[config.mk]
export PLATFORM = sky130hd
export DESIGN_NAME = gate_scheduler
export DESIGN_NICKNAME = d
export VERILOG_FILES = /design/src/rtl/parking_pkg.sv /design/src/rtl/rr_arbiter.sv /design/src/rtl/gate_scheduler.sv
export SDC_FILE = /design/constraint.sdc
export NUM_CORES = 1
export LEC_CHECK = 0
export ABC_AREA = 1
export BUFFER_PORTS_ARGS = -buffer_cell sky130_fd_sc_hd__clkbuf_2
export CAP_MARGIN = 15
export CORE_MARGIN = 2
export CORE_UTILIZATION = 59
export DETAILED_ROUTE_END_ITERATION = 10
export GPL_TIMING_DRIVEN = 1
export PLACE_DENSITY_LB_ADDON = 0.25
export SYNTH_ARGS = -nofsm -noshare
export SYNTH_HDL_FRONTEND = slang
export SYNTH_SLANG_ARGS = --single-unit
[constraint.sdc]
create_clock -name clk -period 5.95 [get_ports clk]
set_input_delay 1.19 -clock clk [delete_from_list [all_inputs] [get_ports clk]]
set_output_delay 1.19 -clock clk [all_outputs]
set_load 0.05 [all_outputs]
[src/rtl/parking_pkg.sv]
// Shared types and defaults for the parking-lot gate scheduler.
package parking_pkg;
  localparam int NUM_GATES_DEF   = 4;
  localparam int OPEN_CYCLES_DEF = 8;

  typedef enum logic [1:0] {IDLE, SERVE, DONE, OPEN} state_t;

  // What a gate asked for, latched at grant time.
  typedef struct packed {
    logic is_exit;
    logic is_uni;
  } gate_req_t;

  function automatic int gate_idx_w(input int n);
    return $clog2(n);
  endfunction
endpackage

[src/rtl/rr_arbiter.sv]
// Combinational round-robin pick: first requesting gate at or after ptr, wrapping.
module rr_arbiter #(
  parameter int NUM_GATES = 4,
  parameter int GW        = 2
) (
  input  logic [NUM_GATES-1:0] req,
  input  logic [GW-1:0]        ptr,
  output logic [NUM_GATES-1:0] grant,
  output logic [GW-1:0]        idx,
  output logic                 any_req
);
  logic          found;
  logic [GW-1:0] j;

  assign any_req = |req;

  always_comb begin
    grant = '0;
    idx   = '0;
    found = 1'b0;
    j     = '0;
    for (int i = 0; i < NUM_GATES; i++) begin
      j = GW'((int'(ptr) + i) % NUM_GATES);
      if (!found && req[j]) begin
        found    = 1'b1;
        grant[j] = 1'b1;
        idx      = j;
      end
    end
  end
endmodule

[src/rtl/gate_scheduler.sv]
// Serialises gate entry/exit requests onto the occupancy board, one event at a time,
// then holds the admitted gate's barrier open for OPEN_CYCLES cycles.
module gate_scheduler
  import parking_pkg::*;
#(
  parameter int NUM_GATES   = NUM_GATES_DEF,
  parameter int OPEN_CYCLES = OPEN_CYCLES_DEF
) (
  input  logic                 clk,
  input  logic                 reset,
  input  logic [NUM_GATES-1:0] req,
  input  logic [NUM_GATES-1:0] req_exit,
  input  logic [NUM_GATES-1:0] req_uni,
  input  logic                 uni_is_vacated_space,
  input  logic                 is_vacated_space,
  output logic                 car_entered,
  output logic                 is_uni_car_entered,
  output logic                 car_exited,
  output logic                 is_uni_car_exited,
  output logic [NUM_GATES-1:0] ack,
  output logic [NUM_GATES-1:0] deny,
  output logic [NUM_GATES-1:0] barrier_open,
  output logic                 busy
);
  localparam int GW = (gate_idx_w(NUM_GATES) > 0) ? gate_idx_w(NUM_GATES) : 1;
  localparam int CW = $clog2(OPEN_CYCLES + 1);

  state_t               state, nxt;
  logic [GW-1:0]        ptr, gate_q, grant_idx;
  logic [NUM_GATES-1:0] grant, gate_oh;
  logic                 any_req, admit_q, admit_d;
  gate_req_t            lat_q;
  logic [CW-1:0]        cnt;

  rr_arbiter #(.NUM_GATES(NUM_GATES), .GW(GW)) u_arb (
    .req     (req),
    .ptr     (ptr),
    .grant   (grant),
    .idx     (grant_idx),
    .any_req (any_req)
  );

  // University cars overflow into public space, so either flag admits them.
  assign admit_d = lat_q.is_exit |
                   (lat_q.is_uni ? (uni_is_vacated_space | is_vacated_space) : is_vacated_space);

  assign gate_oh      = NUM_GATES'(1) << gate_q;
  assign barrier_open = (state == OPEN) ? gate_oh : '0;
  assign busy         = (state != IDLE);

  always_ff @(posedge clk or posedge reset) begin
    if (reset) state <= IDLE;
    else       state <= nxt;
  end

  always_comb begin
    nxt = state;
    case (state)
      IDLE:    if (any_req) nxt = SERVE;
      SERVE:   nxt = DONE;
      DONE:    nxt = admit_q ? OPEN : IDLE;
      OPEN:    if (cnt == CW'(OPEN_CYCLES - 1)) nxt = IDLE;
      default: nxt = IDLE;
    endcase
  end

  always_ff @(posedge clk or posedge reset) begin
    if (reset) begin
      ptr                <= '0;
      gate_q             <= '0;
      lat_q              <= '0;
      admit_q            <= 1'b0;
      cnt                <= '0;
      ack                <= '0;
      deny               <= '0;
      car_entered        <= 1'b0;
      is_uni_car_entered <= 1'b0;
      car_exited         <= 1'b0;
      is_uni_car_exited  <= 1'b0;
    end else begin
      ack                <= '0;
      deny               <= '0;
      car_entered        <= 1'b0;
      is_uni_car_entered <= 1'b0;
      car_exited         <= 1'b0;
      is_uni_car_exited  <= 1'b0;
      case (state)
        IDLE: if (any_req) begin
          gate_q        <= grant_idx;
          lat_q.is_exit <= |(grant & req_exit);
          lat_q.is_uni  <= |(grant & req_uni);
        end
        // Decision is frozen here; later flag changes cannot undo it.
        SERVE: begin
          admit_q            <= admit_d;
          ack                <= admit_d ? gate_oh : '0;
          deny               <= admit_d ? '0 : gate_oh;
          car_entered        <= admit_d & ~lat_q.is_exit;
          is_uni_car_entered <= admit_d & ~lat_q.is_exit & lat_q.is_uni;
          car_exited         <= admit_d & lat_q.is_exit;
          is_uni_car_exited  <= admit_d & lat_q.is_exit & lat_q.is_uni;
        end
        DONE: begin
          ptr <= (gate_q == GW'(NUM_GATES - 1)) ? '0 : gate_q + GW'(1);
          cnt <= '0;
        end
        OPEN:    cnt <= cnt + CW'(1);
        default: ;
      endcase
    end
  end
endmodule

==> flow_summary_export.csv, run 1 <==
group,metric,value,unit
outcome,run_status,"finished clean",
floorplan,pin_count,33,
yosys,synthTopCellsByCount,"nand2_1, dfrtp_1, inv_1, nand3_1, nor2_1",
power,finalPower,1.032,mW
finish,insertedDiodeCount,0,
clock_network,cts-htree-levels,1,
clock_network,holdBufCountCts,0,
sta,tightest_slew,866.0,ps
finish,drive_above_1_share,29.00,%
placement,gp_congestion,0.8687,
yosys,synth_flop_cell,"dfrtp_1",
detailed_routing,wl_met1,1.298,mm
finish,area_delta_synth_final,13.57,%
critical_path,cp-start-kind,"flop",
floorplan,die_area,3252,µm²
sta,skew,6.506,ps
detailed_routing,drc_errors,0,
yosys,synth_cells,195,
floorplan,core,2710,µm²
placement,hpwl,2.325,mm
flow_run,maxCapViolCount,0,
global_routing,grt_pass1_vias,1210,
yosys,syn_area,1659,µm²
detailed_routing,num_vias,1317,
yosys,synth_top_area_share,37.71,%
clock_network,cts_setup_buffers,0,
clock_network,numCtsBuffers,3,
yosys,seq_area_frac_synth,37.71,%
clock_network,clk-insertion-delay-late,300,ps
detailed_routing,wl_met2,1.392,mm
global_routing,grt_first_pass_wirelength,4.961,mm
sta,period_share,45.24,%
detailed_routing,postRouteAntennaNets,0,
yosys,synth.most_common_cell,"nand2_1",
detailed_routing,initialDrtViolationCount,18,
placement,placed_area,1858,µm²
finish,final_util,69.53,%
critical_path,crit_arrival,1500,ps
yosys,syn_area_per_cell,8.508,µm²
sta,tns,0,ps
hold_path,min_path_type,"reg2reg",
finish,nets,261,
placement,port_buffers,32,
detailed_routing,wire_per_inst,10.77,µm
yosys,synth_cell_type_count,29,
clock_network,clock_path_buffers,2,
yosys,yosys.area.top_type,"dfrtp_1",
floorplan,initial_core_util,61.22,%
clock_network,cts-root-buf,"clkbuf_4",
clock_network,post_cts_resized,0,
yosys,synthesis.nets,224,
critical_path,cp.required,4760,ps
floorplan,die_h,57.03,µm
detailed_routing,vias_per_cell,5.027,
yosys,synth_area_leaders,"dfrtp_1, ha_1, nand2_1",
sta,hold_viol_final,0,
sta,drv_slew,0,
critical_path,path_max_fanout,4,
sta,setup_viol,0,
sta,timing.fmax,371.5,MHz
finish,stdcell_area,1884,µm²
detailed_routing,top_layer,"met4",
detailed_routing,dr.pass1.iters,5,
global_routing,overflow,0,
critical_path,crit_type,"reg2out",
detailed_routing,wirelength,2.823,mm
sta,fin_crit,2692,ps
yosys,yosys_warnings,0,
floorplan,rows,19,
yosys,synth-edff-count,0,
clock_network,clk_pin_slew,110,ps
critical_path,setup.worst_path.end_class,"output port",
yosys,synthArstFlopShare,100.0,%
clock_network,cts_tree,"yes",
floorplan,dieWidth,57.03,µm
sta,rsz0062_at_grt,"no",
power,power_density,547.8,nW/µm²
detailed_routing,wl_met3,105,µm
power,peakVddDrop,0.3553,mV
sta,fin_hold_ws,496.6,ps
global_routing,track_usage,18.86,%
global_routing,antenna_found_initial,0,
clock_network,cts_num_sinks,25,
power,power_leakage,1.051,nW
yosys,synth_seq_cells,25,
global_routing,grt_max_degree,26,
sta,relSlewSlack,42.21,%
==> flip-flops by register name, indices dropped and copies added (netlist names) <==
register / cells
car_exited: 1
ptr: 2
is_uni_car_entered: 1
car_entered: 1
state: 2
is_uni_car_exited: 1
admit_q: 1
lat_q: 2
deny: 4
ack: 4
gate_q: 2
cnt: 4
==> routing by layer <==
metal  track usage (%)  vias up
met5                 0        -
li1                  -      701
met3             1.361        2
met2             33.66       30
met1             23.91      584
met4             6.977        0
==> path summary, 6_finish.rpt <==
path / slack, ps / to / cells past startpoint / startpoint
max: 3260 / barrier_open[0] / 5 / gate_q[0]
min: 500 / car_entered / 1 / lat_q[1]
max reg2reg: 3680 / lat_q[0] / 13 / ptr[1]
min reg2reg: 500 / car_entered / 1 / lat_q[1]
max in group asynchronous: 4390 / deny[0] / 2 / reset
min in group asynchronous: 1030 / cnt[1] / 2 / reset
==> power breakdown <==
| part | internal [mW] | switching [mW] | leakage [nW] |
|---|---|---|---|
| clock network | 0.0261 | 0.0443 | 0.0150 |
| logic | 0.220 | 0.462 | 0.709 |
| registers | 0.224 | 0.0555 | 0.327 |
| total | 0.470 | 0.562 | 1.05 |
==> placed cells by master (no fill, tap or decap), types with 2 or more instances in the layout <==
cell	synthesis	final
nand2_1	37	37
clkbuf_2	0	32
dfrtp_1	25	25
inv_1	23	23
nand3_1	23	23
nor2_1	21	21
ha_1	13	13
nand2_2	9	9
o21ai_0	7	7
nand2_4	6	6
nand3_2	5	5
clkbuf_4	0	3
nor4_1	2	2
nand3_4	2	2
nand2_8	2	2
o21ai_1	2	2
o211ai_1	2	2
nor3_1	2	2
o22ai_1	2	2
==> cell type report <==
class                      count  area [µm²]
clock buffer                   4       26.28
timing repair buffer          32       160.2
fill                         234       825.8
multi-input combinational    143       928.4
sequential                    25       625.6
inverter                      27       105.1
tap                           31       38.79
==> per-stage QoR <==
stage	cells	worst slack [ps]
3_3_place_gp	258	3587
6_report	262	3258
5_1_grt	262	3153
3_5_place_dp	258	3548
2_1_floorplan	195	3408
4_1_cts	262	3234
==> cell families after synthesis <==
family	synth area share [%]
buffers and inverters	6.334
AO/OA/AOI/OAI	5.203
XOR/XNOR	1.056
flip-flops	37.71
AND/OR/NAND/NOR	39.89
adder cells (fa/ha/maj)	9.804
==> critical path, stage by stage (launching register included) <==
cell      delay (ps)
dfrtp_1          420
inv_1            140
ha_1             200
inv_1             60
nor2_1           100
clkbuf_2         290
Note: power is estimated with default switching activity, not from simulation.
==> run 2, diff against run 1 <==
--- a/config.mk
+++ b/config.mk
@@ -9,7 +9,7 @@
 export BUFFER_PORTS_ARGS = -buffer_cell sky130_fd_sc_hd__clkbuf_2
 export CAP_MARGIN = 15
 export CORE_MARGIN = 2
-export CORE_UTILIZATION = 59
+export CORE_UTILIZATION = 55
 export DETAILED_ROUTE_END_ITERATION = 10
 export GPL_TIMING_DRIVEN = 1
 export PLACE_DENSITY_LB_ADDON = 0.25
==> constraint.sdc (replaced) <==
create_clock -name clk -period 2.6 [get_ports clk]
set_input_delay 0.52 -clock clk [delete_from_list [all_inputs] [get_ports clk]]
set_output_delay 0.52 -clock clk [all_outputs]
set_load 0.05 [all_outputs]
==> run 2 against run 1 <==
The flow now finishes with violations (DRC). Cell count grew 0.38%. Clock power rose by 140%. Hold slack got worse by 270 ps. Sequential power increased by 130%. Critical path type is now reg2reg. Total power up 130%. Critical endpoint is now lat_q[1]. Final area increased by 0.40%. Largest cell class unchanged.
==> flow_summary_export.csv, run 2 (synthesized netlist as in run 1, its figures left out) <==
group,metric,value,unit
sta,fin_crit,2171,ps
critical_path,crit_family,"simple AND/OR/NAND/NOR gates",
global_routing,grt_max_degree,26,
detailed_routing,drc_errors,5,
clock_network,cts_setup_buffers,0,
finish,final_util,67.44,%
global_routing,track_usage,18.80,%
sta,relSlewSlack,66.09,%
sta,skew,4.543,ps
floorplan,die_area,3472,µm²
floorplan,core,2805,µm²
critical_path,worstPathCellList,"inv_4, ha_1, inv_1, nand3_1, nand2_4, nand2_8, nor2_4, nand2_2, nand3b_4, nand2_1, nand2_1, nor2_1, nor2_1",
clock_network,holdBufCountCts,0,
clock_network,cts_tree,"yes",
outcome,run_status,"complete, but fails checks",
finish,multiInputGateArea,928.4,µm²
finish,area_delta_synth_final,14.03,%
detailed_routing,wl_met1,1.426,mm
placement,gp_congestion,0.8999,
placement,hpwl,2.477,mm
critical_path,critPathBufInv,2,
power,power_leakage,1.055,nW
floorplan,die_h,58.92,µm
outcome,violations,"DRC",
critical_path,rr_startpoint,"ptr[0]",
finish,instances_no_fill,263,
sta,setup_viol,0,
sta,tightest_slew,506.8,ps
detailed_routing,wirelength,3.053,mm
finish,seqCellArea,625.6,µm²
global_routing,grt_first_pass_wirelength,5.030,mm
global_routing,grt_pass1_vias,1154,
power,peakVddDrop,0.6857,mV
detailed_routing,wl_met3,116,µm
floorplan,initial_core_util,59.14,%
clock_network,cts-htree-levels,1,
critical_path,rr_worst_depth,13,
clock_network,clk_pin_slew,140,ps
critical_path,cp-start-kind,"flop",
critical_path,critical_path.slowest_cell,"dfrtp_1",
critical_path,path_max_fanout,13,
global_routing,antenna_found_initial,0,
finish,insertedDiodeCount,0,
floorplan,dieWidth,58.92,µm
finish,drive_above_1_share,29.31,%
floorplan,rows,19,
critical_path,r2r_end,"lat_q[1]",
power,power_density,1256,nW/µm²
flow_run,maxCapViolCount,0,
placement,place_ws,446.3,ps
clock_network,cts_num_sinks,25,
global_routing,overflow,0,
finish,layout_common_cells,"nand2_1, clkbuf_2, dfrtp_1",
critical_path,r2r_slack,430,ps
critical_path,crit_path_max_incr_delay,590,ps
sta,setup_ws,429.3,ps
clock_network,post_cts_resized,0,
detailed_routing,num_vias,1331,
hold_path,min_path_type,"in2async",
critical_path,cp.required,2850,ps
critical_path,crit_arrival,2420,ps
sta,hold_viol_final,0,
clock_network,clk-insertion-delay-late,300,ps
sta,timing.fmax,460.7,MHz
finish,nets,262,
detailed_routing,dr.pass1.iters,7,
clock_network,numCtsBuffers,3,
sta,rsz0062_at_grt,"no",
clock_network,clock_path_buffers,2,
detailed_routing,top_layer,"met4",
critical_path,setup.worst_path.end_class,"flop",
detailed_routing,wire_per_inst,11.61,µm
critical_path,crit_type,"reg2reg",
finish,largestRegisters,"ack (4), cnt (4), deny (4)",
placement,dp_cells,259,
floorplan,pin_count,33,
finish,final_common_cell,"nand2_1",
sta,period_share,83.49,%
detailed_routing,postRouteAntennaNets,0,
sta,drv_slew,0,
detailed_routing,vias_per_cell,5.061,
finish,nFillCells,236,
detailed_routing,wl_met2,1.476,mm
clock_network,cts-root-buf,"clkbuf_4",
placement,port_buffers,32,
sta,tns,0,ps
detailed_routing,initialDrtViolationCount,38,
sta,fin_hold_ws,224.1,ps
==> run 2: area by class of cell <==
| cell class | instances | area share [%] |
|---|---|---|
| clock buffers | 4 | 1.389 |
| well taps | 31 | 2.050 |
| multi-input cells | 143 | 49.07 |
| flip-flops and latches | 25 | 33.07 |
| inverters | 27 | 5.556 |
| repair buffers | 33 | 8.862 |
==> run 2: layer usage <==
metal / track usage (%) / up-vias
li1: - / 703
met1: 25.21 / 589
met2: 31.75 / 37
met3: 1.758 / 2
met4: 6.494 / 0
met5: 0 / -
==> run 2: how the worst max path moves through the flow <==
stage	from	end	slack (ps)	depth (start not counted)
2_1_floorplan	ptr[0]	lat_q[0]	650	13
3_3_place_gp	ptr[0]	lat_q[1]	490	13
3_5_place_dp	ptr[0]	lat_q[1]	450	13
4_1_cts	ptr[0]	lat_q[1]	420	13
5_1_grt	ptr[0]	lat_q[0]	160	13
6_report	ptr[0]	lat_q[1]	430	13
==> run 2: through the flow <==
step,instance area (µm²),total power [mW]
floorplan,1659,1.926
global placement,1866,2.198
detailed placement,1866,2.217
CTS,1892,2.388
global route,1892,2.592
finish,1892,2.375
==> run 2: power breakdown <==
group          internal, mW  total (mW)  switching [mW]
logic                 0.505        1.57            1.06
clock network        0.0597       0.171           0.111
registers             0.512       0.635           0.123
total                  1.08        2.38            1.30
==> run 2: worst register-to-register path: cells and delay by family (launching register included) <==
| family | cells | cell delay (ps) |
|---|---|---|
| adder cells (fa/ha/maj) | 1 | 380 |
| buffers and inverters | 2 | 280 |
| flip-flops | 1 | 590 |
| AND/OR/NAND/NOR | 10 | 880 |
